<file path="src/rtl/line_event_pkg.sv">
// line_event_pkg: shared constants and types for the line event encoder.
//   NLINES  - number of decoder lines watched (fixed at 8)
//   CODEW   - width of a line code, log2(NLINES)
//   state_t - encoder FSM state
//   code_t  - one line code
package line_event_pkg;

  localparam int NLINES = 8;
  localparam int CODEW  = 3;

  typedef enum logic {
    IDLE    = 1'b0,
    PRESENT = 1'b1
  } state_t;

  typedef logic [CODEW-1:0] code_t;

  // One-hot mask for a line code.
  function automatic logic [NLINES-1:0] code_onehot(input code_t c);
    logic [NLINES-1:0] m;
    m    = '0;
    m[c] = 1'b1;
    return m;
  endfunction

endpackage

</file>
<file path="src/rtl/rr_pick8.sv">
// rr_pick8: combinational round-robin picker over 8 requests.
//   req - request vector
//   ptr - search start; the first set bit at or above ptr wins, wrapping 7 -> 0
//   any - at least one request is set
//   idx - index of the winning request (meaningless when any = 0)
// Built as rotate-right by ptr, lowest-set-bit priority encode, then add ptr
// back so the encoded position maps to the original bit index.
module rr_pick8
  import line_event_pkg::*;
(
  input  logic [NLINES-1:0] req,
  input  code_t             ptr,
  output logic              any,
  output code_t             idx
);

  logic [2*NLINES-1:0] dbl;
  logic [NLINES-1:0]   rot;
  code_t               enc;

  always_comb begin
    dbl = {req, req} >> ptr;
    rot = dbl[NLINES-1:0];
    enc = '0;
    // Scan downward so the lowest set bit is the last one written.
    for (int i = NLINES - 1; i >= 0; i--) begin
      if (rot[i]) enc = code_t'(i);
    end
    any = |req;
    idx = enc + ptr;
  end

endmodule

</file>
<file path="src/rtl/line_event_encoder.sv">
// line_event_encoder: captures rising edges on the decoder's one-hot output
// lines as pending events and serializes them as 3-bit codes, round-robin.
//   clk        - system clock, rising edge
//   rst_n      - asynchronous active-low reset
//   lines      - decoder output lines, synchronous to clk
//   ready      - consumer accepts the current code this cycle
//   clear_ovf  - synchronous clear of overflow (a new loss in the same cycle wins)
//   valid      - code holds an unserviced event
//   code       - line index being reported ({A,B,C} = code[2:0])
//   pending    - captured events not yet handshaken, including the one on code
//   overflow   - sticky: an event re-asserted before its first one was serviced
//   dbg_state  - current FSM state
//
// Handshake: a code transfers on the rising edge where valid & ready are both
// 1. Once valid rises, code is held stable until that edge; valid only drops
// after a transfer (or on reset). ready is ignored while valid is 0.
module line_event_encoder
  import line_event_pkg::*;
(
  input  logic              clk,
  input  logic              rst_n,
  input  logic [NLINES-1:0] lines,
  input  logic              ready,
  input  logic              clear_ovf,
  output logic              valid,
  output code_t             code,
  output logic [NLINES-1:0] pending,
  output logic              overflow,
  output state_t            dbg_state
);

  state_t            state;
  code_t             ptr;
  logic [NLINES-1:0] lines_q;

  logic [NLINES-1:0] rise;
  logic              hs;
  logic [NLINES-1:0] clr;
  logic [NLINES-1:0] pending_n;
  logic [NLINES-1:0] eligible;
  logic              lost;
  code_t             ptr_adv;
  code_t             pick_ptr;
  logic              pick_any;
  code_t             pick_idx;

  always_comb begin
    rise      = lines & ~lines_q;
    hs        = (state == PRESENT) && ready;
    clr       = hs ? code_onehot(code) : '0;
    // A rise on a bit being cleared this cycle re-arms it as a fresh event.
    pending_n = (pending & ~clr) | rise;
    lost      = |(rise & pending & ~clr);
    ptr_adv   = code + 1'b1;
    // The next code is chosen from the registered pending set minus the bit
    // leaving now; rises this cycle become eligible one cycle later.
    eligible  = pending & ~clr;
    pick_ptr  = hs ? ptr_adv : ptr;
  end

  rr_pick8 u_pick (
    .req (eligible),
    .ptr (pick_ptr),
    .any (pick_any),
    .idx (pick_idx)
  );

  always_ff @(posedge clk or negedge rst_n) begin
    if (!rst_n) begin
      state    <= IDLE;
      valid    <= 1'b0;
      code     <= '0;
      ptr      <= '0;
      pending  <= '0;
      overflow <= 1'b0;
      lines_q  <= '0;
    end else begin
      lines_q <= lines;
      pending <= pending_n;

      if (lost) begin
        overflow <= 1'b1;
      end else if (clear_ovf) begin
        overflow <= 1'b0;
      end

      case (state)
        IDLE: begin
          if (pick_any) begin
            code  <= pick_idx;
            valid <= 1'b1;
            state <= PRESENT;
          end
        end
        PRESENT: begin
          if (ready) begin
            ptr <= ptr_adv;
            if (pick_any) begin
              code <= pick_idx;
            end else begin
              valid <= 1'b0;
              state <= IDLE;
            end
          end
        end
        default: begin
          valid <= 1'b0;
          state <= IDLE;
        end
      endcase
    end
  end

  assign dbg_state = state;

endmodule

</file>
<file path="config.mk">
export PLATFORM = sky130hd
export DESIGN_NAME = line_event_encoder
export DESIGN_NICKNAME = d
export VERILOG_FILES = /design/src/rtl/line_event_pkg.sv /design/src/rtl/rr_pick8.sv /design/src/rtl/line_event_encoder.sv
export SDC_FILE = /design/constraint.sdc
export NUM_CORES = 1
export LEC_CHECK = 0
export BUFFER_PORTS_ARGS = -buffer_cell sky130_fd_sc_hd__buf_2
export CAP_MARGIN = 40
export CORE_MARGIN = 5
export CORE_UTILIZATION = 45
export CTS_BUF_LIST = sky130_fd_sc_hd__clkbuf_16
export CTS_CLUSTER_DIAMETER = 80
export DETAILED_ROUTE_END_ITERATION = 8
export PLACE_DENSITY = 0.66
export REMOVE_ABC_BUFFERS = 1
export SYNTH_ARGS = -nofsm -noshare
export SYNTH_HDL_FRONTEND = slang
export SYNTH_SLANG_ARGS = --single-unit
</file>
<file path="constraint.sdc">
create_clock -name clk -period 4.8 [get_ports clk]
set_clock_uncertainty 0.15 [all_clocks]
set_input_delay 0.96 -clock clk [delete_from_list [all_inputs] [get_ports clk]]
set_output_delay 0.96 -clock clk [all_outputs]
set_load 0.01 [all_outputs]
</file>
==> impl_metrics.csv <==
group,metric,value,unit
power,switchingPower,0.000640,W
cells_and_area,synthToLayoutAreaGrowth,14.9,%
clock_network,cts.sinks,25,
timing,fin_setup_tns,0,ns
power,leakagePower,0.823,nW
synth,synth_cell_types,55,
worst_setup_path,path_max_fanout,13,
placed_design,port_buffers,25,
timing,slew_viol_final,0,
synth,ys_seq_area_frac,0.385,
timing,fin_crit_sh,0.823,
clock_network,cts_tree,"done",
power,ir_worst_vdd,0.307,mV
synth,synth-edff-count,0,
power,p_seq_frac,0.264,
die,die_area,4910,sq um
clock_network,post_cts_buffers,0,
detailed_routing,drtIter0Drc,155,
worst_setup_path,crit_arrival,3.95,ns
detailed_routing,vias,1542,
worst_setup_path,required,4.80,ns
cells_and_area,antenna_cells,0,
placed_design,dp_cells,244,
die,die_x,70.1,um
die,num_io_pins,26,
global_routing,grt_pass1_vias,1543,
worst_setup_path,critPathKind,"input port to flip-flop",
power,clockPowerShare,0.136,
detailed_routing,wire_per_inst,16.9,um
die,placementRows,21,
clock_network,insertion_delay,0.26,ns
clock_network,path_clk_slew,0.06,ns
clock_network,hold_buffers,0,
clock_network,cts_root_buffer,"clkbuf_16",
synth,synthFlopType,"dfrtp_1",
worst_setup_path,critPathCaptureType,"flip-flop",
cells_and_area,layout-drive-gt1-share,0.228,
die,initial_utilization,0.475,
timing,rsz0062_at_grt,"no",
clock_network,htree_levels,1,
worst_setup_path,r2r_start,"code[1]",
worst_setup_path,slowest_delay,0.62,ns
worst_setup_path,ff2ff_path_depth,11,
clock_network,cts_buffers,3,
min_path,min_from,"lines_q[2]",
timing,slew_headroom,0.627,
die,core-area,3420,sq um
timing,hold_violations,0,
timing,worst_slew_pin_slew,0.559,ns
detailed_routing,drc,0,
job,maxCapViolations,0,
synth,ys_warn_count,0,
cells_and_area,seq_area,626,sq um
cells_and_area,final_util,0.546,
clock_network,cts_resized,0,
cells_and_area,fillers,347,
worst_setup_path,crit_path_top_delay_cell,"mux4_2",
synth,synth-seq-cells,25,
power,power_density,728,nW/um^2
placed_design,gp_routability_congestion,1.05,
min_path,hold_end,"pending[2]",
detailed_routing,ant_nets,0,
global_routing,grt_usage,0.187,
timing,finalSetupViolCount,0,
detailed_routing,drt_pass1_iterations,4,
timing,fin_crit,3.95,ns
die,die_y,70.1,um
timing,fmax,253,MHz
detailed_routing,routed_wl,4.20,mm
worst_setup_path,crit_family,"compound AO/OA/AOI/OAI gates",
cells_and_area,final-instance-count-excl-fill,248,
cells_and_area,fin_nets,218,
cells_and_area,multi_input_area,895,sq um
global_routing,grt_pass1_wl,7.45,mm
global_routing,grt-ovfl-total,0,
global_routing,grt_max_degree,26,
worst_setup_path,critical_path_buf_inv_count,1,
synth,synthArstFlopShare,1.00,
min_path,hold_depth,1,
worst_setup_path,crit_chain,"buf_2, and3b_1, a21oi_2, mux4_2, o21bai_1, a311oi_1, nand3_1, a21oi_1, ha_1, fa_1, mux2_2",
power,switching_share,0.471,
worst_setup_path,critPathLaunchType,"input port",
clock_network,clockBufferDepth,2,
worst_setup_path,ff2ff_setup_slack,0.88,ns
status,status,"complete, no violations",
worst_setup_path,reg2reg_to,"code[2]",
synth,synth.avg_cell_area,9.18,sq um
min_path,hold_path_class,"flip-flop to flip-flop",
placed_design,dp_hpwl,3.24,mm
power,p_comb_frac,0.600,
detailed_routing,drt-vias-per-instance,6.22,
power,p_int,0.000718,W
synth,netlist_area,1620,sq um
global_routing,grt_antenna_before_repair,0,
synth,netlist_instances,177,
worst reg2reg max path: stages (launching register included):
cell	delay, ns
dfrtp_1	0.51
ha_1	0.47
and3_1	0.39
nor2_4	0.13
inv_2	0.15
mux4_2	0.57
a221oi_2	0.26
a211o_1	0.13
o21ai_0	0.12
fa_1	0.43
or3_1	0.37
a31oi_1	0.16
through the flow:
stage / worst slack [ns] / cell area, sq um / hold slack, ns / power, W
after global routing: 0.616 / 1870 / 0.306 / 0.00148
after floorplan: 1.04 / 1590 / 0.276 / 0.000920
after detailed placement: 0.606 / 1790 / 0.293 / 0.00116
after global placement: 0.671 / 1790 / 0.282 / 0.00114
final: 0.852 / 1870 / 0.301 / 0.00136
after CTS: 0.869 / 1870 / 0.301 / 0.00135
routing by layer:
layer | GRT usage | part of all wire
met1 | 0.233 | 0.42
met3 | 0.0459 | 0.081
met2 | 0.315 | 0.47
met4 | 0.0660 | 0.022
met5 | 0 | 0
cells in the mapped netlist, drive strengths merged, types with 2 or more instances:
master	n	share of area
a211o	3	0.016
a211oi	2	0.0092
a21o	3	0.014
a21oi	9	0.030
a221oi	3	0.020
and2	2	0.0077
buf	5	0.020
dfrtp	25	0.39
ha	2	0.015
inv	18	0.042
mux2	2	0.014
mux2i	2	0.012
mux4	2	0.028
nand2	8	0.023
nand2b	4	0.015
nand3	12	0.040
nand4	2	0.0077
nor2	5	0.016
nor3	11	0.034
nor3b	2	0.0092
o2111ai	2	0.011
o211ai	2	0.0092
o21a	2	0.0092
o21ai	25	0.079
o311a	2	0.012
o32a	2	0.012
sequential cells by signal, indices dropped and copies added, names as in the netlist:
| signal | count |
|---|---|
| lines_q | 8 |
| pending | 8 |
| code | 3 |
| ptr | 3 |
| dbg_state | 1 |
| overflow | 1 |
| valid | 1 |
power by group through the flow:
| stage | Clock [W] | Combinational [W] | Sequential, W |
|---|---|---|---|
| after global routing | 0.000201 | 0.000910 | 0.000369 |
| after CTS | 0.000189 | 0.000805 | 0.000358 |
| after global placement | 0 | 0.000786 | 0.000356 |
| after floorplan | 0 | 0.000567 | 0.000354 |
| after detailed placement | 0 | 0.000797 | 0.000360 |
| final | 0.000184 | 0.000815 | 0.000359 |
worst max path at each step:
stage / start / endpoint / slack [ns] / cells after the start
global route: ready / code[1] / 0.62 / 11
floorplan: ready / code[1] / 1.04 / 10
CTS: ready / code[1] / 0.87 / 11
finish: ready / code[1] / 0.85 / 11
global placement: ready / code[1] / 0.67 / 11
detailed placement: ready / code[1] / 0.61 / 11
cell usage in the layout (no fill, tap or decap), types with 3 or more instances in the layout:
cell type,instances
a21oi_1,8
nand2b_1,4
o21ai_0,23
nor2_1,4
buf_2,25
a21o_1,3
dfrtp_1,25
clkbuf_16,3
nor3_1,11
a211o_1,3
nand3_1,11
nand2_1,7
inv_1,17
cell type report:
| type | count | share of cell area |
|---|---|---|
| clock buffer | 3 | 0.0402 |
| clock inverter | 1 | 0.00268 |
| inverter | 18 | 0.0362 |
| multi-input combinational | 128 | 0.480 |
| sequential | 25 | 0.335 |
| tap | 46 | 0.0309 |
| timing repair buffer | 27 | 0.0751 |
cells by family after synthesis:
family / count (synthesis) / share of synthesized area
AOI/OAI and AO/OA: 66 / 0.281
muxes: 6 / 0.0539
xor gates and xnor gates: 1 / 0.00539
and+or+nand+nor: 52 / 0.183
adders and majority gates: 3 / 0.0277
buffers and inverters: 24 / 0.0639
DFF: 25 / 0.385
Power figures use the tool's default switching activity.
